==> config.mk <==
export PLATFORM = sky130hd
export DESIGN_NAME = alu_mult_sequencer
export DESIGN_NICKNAME = d
export VERILOG_FILES = /design/src/rtl/alu_mult_sequencer.sv
export SDC_FILE = /design/constraint.sdc
export NUM_CORES = 1
export LEC_CHECK = 0
export ABC_CLOCK_PERIOD_IN_PS = 3290
export CAP_MARGIN = 25
export CORE_ASPECT_RATIO = 1.4
export CORE_UTILIZATION = 50
export CTS_BUF_LIST = sky130_fd_sc_hd__clkbuf_8
export CTS_CLUSTER_DIAMETER = 100
export DETAILED_ROUTE_END_ITERATION = 6
export PLACE_DENSITY_LB_ADDON = 0.2
export SYNTH_ARGS = -nofsm -noshare
export SYNTH_HDL_FRONTEND = slang
export SYNTH_SLANG_ARGS = --single-unit
==> constraint.sdc <==
create_clock -name clock -period 3.29 [get_ports clock]
set_clock_uncertainty 0.15 [all_clocks]
set_input_delay 0.658 -clock clock [delete_from_list [all_inputs] [get_ports clock]]
set_output_delay 0.658 -clock clock [all_outputs]
set_load 0.05 [all_outputs]
==> src/rtl/alu_mult_sequencer.sv <==
// Shift-and-add multiplier controller: sequences the shared ALU through add and
// shift-left micro-ops to produce the low 32 bits of data_operandA * data_operandB.
module alu_mult_sequencer (
    input  logic        clock,
    input  logic        reset,
    input  logic        start,
    input  logic [31:0] data_operandA,
    input  logic [31:0] data_operandB,
    output logic        ready,
    output logic        result_valid,
    output logic [31:0] data_result,
    output logic [4:0]  ctrl_ALUopcode,
    output logic [4:0]  ctrl_shiftamt,
    output logic [31:0] alu_operandA,
    output logic [31:0] alu_operandB,
    input  logic [31:0] alu_result
);

    typedef enum logic [1:0] {IDLE, ADD, SHIFT, DONE} state_t;

    localparam logic [4:0] OP_ADD = 5'b00000;
    localparam logic [4:0] OP_SLL = 5'b00100;

    state_t      state, state_nxt;
    logic [31:0] m_reg, q_reg, p_reg;
    logic [31:0] m_nxt, q_nxt, p_nxt;
    logic [4:0]  opcode_nxt, shamt_nxt;
    logic [31:0] op_a_nxt, op_b_nxt;

    assign data_result = p_reg;

    always_comb begin
        state_nxt = state;
        m_nxt     = m_reg;
        q_nxt     = q_reg;
        p_nxt     = p_reg;
        case (state)
            IDLE: begin
                if (start) begin
                    m_nxt = data_operandA;
                    q_nxt = data_operandB;
                    p_nxt = '0;
                    if (data_operandB == '0)
                        state_nxt = DONE;
                    else if (data_operandB[0])
                        state_nxt = ADD;
                    else
                        state_nxt = SHIFT;
                end
            end
            ADD: begin
                p_nxt     = alu_result;
                state_nxt = SHIFT;
            end
            SHIFT: begin
                m_nxt = alu_result;
                q_nxt = {1'b0, q_reg[31:1]};
                // q_reg[1] is the multiplier bit that becomes Q[0] after this shift
                if (q_reg[31:1] == '0)
                    state_nxt = DONE;
                else if (q_reg[1])
                    state_nxt = ADD;
                else
                    state_nxt = SHIFT;
            end
            DONE: state_nxt = IDLE;
            default: state_nxt = IDLE;
        endcase
    end

    // ALU drivers are registered, so they are computed from the values the
    // next state will see (P/M as updated on this edge).
    always_comb begin
        opcode_nxt = '0;
        shamt_nxt  = '0;
        op_a_nxt   = '0;
        op_b_nxt   = '0;
        case (state_nxt)
            ADD: begin
                opcode_nxt = OP_ADD;
                op_a_nxt   = p_nxt;
                op_b_nxt   = m_nxt;
            end
            SHIFT: begin
                opcode_nxt = OP_SLL;
                shamt_nxt  = 5'd1;
                op_a_nxt   = m_nxt;
            end
            default: ;
        endcase
    end

    always_ff @(posedge clock) begin
        if (reset) begin
            state          <= IDLE;
            m_reg          <= '0;
            q_reg          <= '0;
            p_reg          <= '0;
            ready          <= 1'b1;
            result_valid   <= 1'b0;
            ctrl_ALUopcode <= '0;
            ctrl_shiftamt  <= '0;
            alu_operandA   <= '0;
            alu_operandB   <= '0;
        end else begin
            state          <= state_nxt;
            m_reg          <= m_nxt;
            q_reg          <= q_nxt;
            p_reg          <= p_nxt;
            ready          <= (state_nxt == IDLE);
            result_valid   <= (state_nxt == DONE);
            ctrl_ALUopcode <= opcode_nxt;
            ctrl_shiftamt  <= shamt_nxt;
            alu_operandA   <= op_a_nxt;
            alu_operandB   <= op_b_nxt;
        end
    end

endmodule

==> results.txt <==
Status: complete, no violations
Post-Syn Instances: 741
Peak supply drop: 269 uV
Netlist Area Pre-Place: 7340 um^2
# clock sinks: 164
Synth area leader: dfxtp_1
Htree depth: 4
Comb pwr share: 0.249
Critical Path AT: 3.07 ns
Startpoint types: input port
Worst setup EP type: flop
Sw power: 1.49 mW
Share of the yosys chip area belonging to registers: 0.448
CTS resizes: 0
HP Class: reg2reg
Max-cap violations: 0
Static Leak: 3.81 nW
Setup Fix Bufs, Post-CTS: 0
Hold Vio Cnt, Final: 0
Total gr overflow: 0
Clock period minus worst slack: 2.86 ns
Floorplan row count: 52
Syn_area_per_cell: 9.90 um^2
# DRC: 0
CTS tree: done
Vias per cell: 5.82
Layout Cells excl Fill: 1107
Setup ws final: 0.433 ns
CP Max Fanout: 16
Final ANT Viol Nets: 0
Hold bufs inserted after CTS: 0
Tcrit/Tclk final: 0.868
Initial antenna violation count: 0
Worst-Margin Slew: 0.619 ns
Placed Cells: 1075
I/O pin count: 207
Cell area power density: 495 nW/um^2
Sw frac: 0.312
First-pass GRT wire length: 33200 um
Nets: 1008
Die area: 15200 um^2
Asr flop ratio synth: 0
Register share of total power: 0.463
Fmax: 350 MHz
Share of layout cells above drive strength 1: 0.164
Top post-synthesis cells by area: dfxtp_1, mux2_4, o221a_2, a21bo_2, and3b_1
CTS clk-pin slew, worst paths: 0.09 ns
Wire length per cell: 18.8 um
Final setup violation count: 0
Total wire length: 20800 um
Die H: 145 um
Worst-Skew Late Latency: 0.45 ns
Diodes inserted: 0
PortBufs: 198
EDFF count, synth: 0
DRT iter0 DRCs: 252
Pin count of the biggest net entering global routing: 64
Place WS: 0.00739 ns
Area delta synth->final: 31.8%
Yosys warns: 0
Worst Hold Depth: 2
Max-slew headroom: 0.587
Unique masters post-synth: 42
DR vias: 6443
Top-count cell post-synth: dfxtp_1
Internal power: 3.30 mW
R2r setup slk: 0.68 ns
DP HPWL: 13600 um
GPL Wtd Cong: 0.803
Required time worst endpoint: 3.51 ns
Clk root buf: clkbuf_8
GRT Util Overall: 0.276
Clock power share: 0.289
Seq cells post-synth: 164
Synth top cells by count: dfxtp_1, nor2_1, nor2b_1, a21oi_1, a22oi_1
Top_reg_cell synth: dfxtp_1
CTS Buf Count: 17
Vias in the first global route: 6485
Final slew viol count: 0
Initial Utilization: 0.510
RSZ-0062 raised after global routing: false
1st-pass router iterations: 4
CTS Buffer Depth: 2
Worst r2r path cells: 7
Critical path type: in2reg
Synth top area share: 0.448
Core Area: 14400 um^2
Die width: 104 um
[kinds of logic after synthesis]
family,Yosys count,synth area share
buffers and inverters,85,0.0687
other,1,0.000511
AO/OA/AOI/OAI,198,0.212
multiplexers,31,0.0624
adder cells (fa/ha/maj),4,0.00682
AND/OR/NAND/NOR,258,0.202
flip-flops,164,0.448
[per-stage QoR]
step / power [mW] / utilization / setup TNS (ns) / hold slack (ns) / cell area (um^2)
floorplan: 3.05 / - / 0 / 0.328 / 7360
global placement: 3.41 / 0.645 / -0.243 / 0.364 / 9280
detailed placement: 3.44 / 0.647 / 0 / 0.374 / 9300
CTS: 4.81 / 0.673 / 0 / 0.395 / 9670
global route: 5.00 / 0.673 / 0 / 0.425 / 9670
finish: 4.79 / 0.673 / 0 / 0.393 / 9670
[path summary, 6_finish.rpt]
kind                        startpoint                     endpoint
setup reg to reg   state[1]$_SDFF_PP0_  alu_operandA[31]$_SDFF_PP0_
hold / removal    m_reg[12]$_SDFF_PP0_         m_reg[12]$_SDFF_PP0_
hold reg to reg   m_reg[12]$_SDFF_PP0_         m_reg[12]$_SDFF_PP0_
setup / recovery     data_operandB[24]  alu_operandA[31]$_SDFF_PP0_
[power by group through the flow]
stage                     Combinational, mW  Sequential [mW]  Clock [mW]
final                                  1.19             2.22        1.38
after floorplan                       0.676             2.38           0
after detailed placement               1.18             2.26           0
after global routing                   1.27             2.23        1.50
after CTS                              1.19             2.21        1.41
after global placement                 1.15             2.25           0
[final cells by class]
| cell class | count | area [um^2] |
|---|---|---|
| inverters | 5 | 18.8 |
| clock buffers | 19 | 262 |
| well taps | 189 | 236 |
| clock inverters | 13 | 110 |
| flip-flops and latches | 164 | 3290 |
| fillers | 1170 | 4710 |
| multi-input cells | 499 | 3580 |
| repair buffers | 218 | 2170 |
[cell usage in the layout, fill, tap and decap left out, types with 31 or more instances in the layout]
cell type / synthesis / layout
clkdlybuf4s50_1: 0 / 196
dfxtp_1: 164 / 163
nor2_1: 71 / 71
nor2b_1: 35 / 34
a21oi_1: 33 / 33
a22oi_1: 32 / 32
and3b_1: 31 / 31
nand3_1: 31 / 31
and2_1: 31 / 31
and3_1: 31 / 31
[worst max-delay path, stage by stage]
cell and delay [ns]:
clkdlybuf4s50_1 0.45, nor4_1 0.35, nand4_1 0.18, o21bai_1 0.28, a22oi_1 0.17, ha_1 0.31
or2_2 0.35, buf_12 0.17, a21oi_1 0.14
[per-layer routing]
layer  global-route usage  vias up  wire length (um)
met2                0.485      278             10600
li1                     -     2978                 -
met3               0.0530       52              1200
met5                    0        -                 0
met1                0.325     3135              8250
met4                0.122        0               763
No activity file was read; power rests on OpenSTA's default activity.
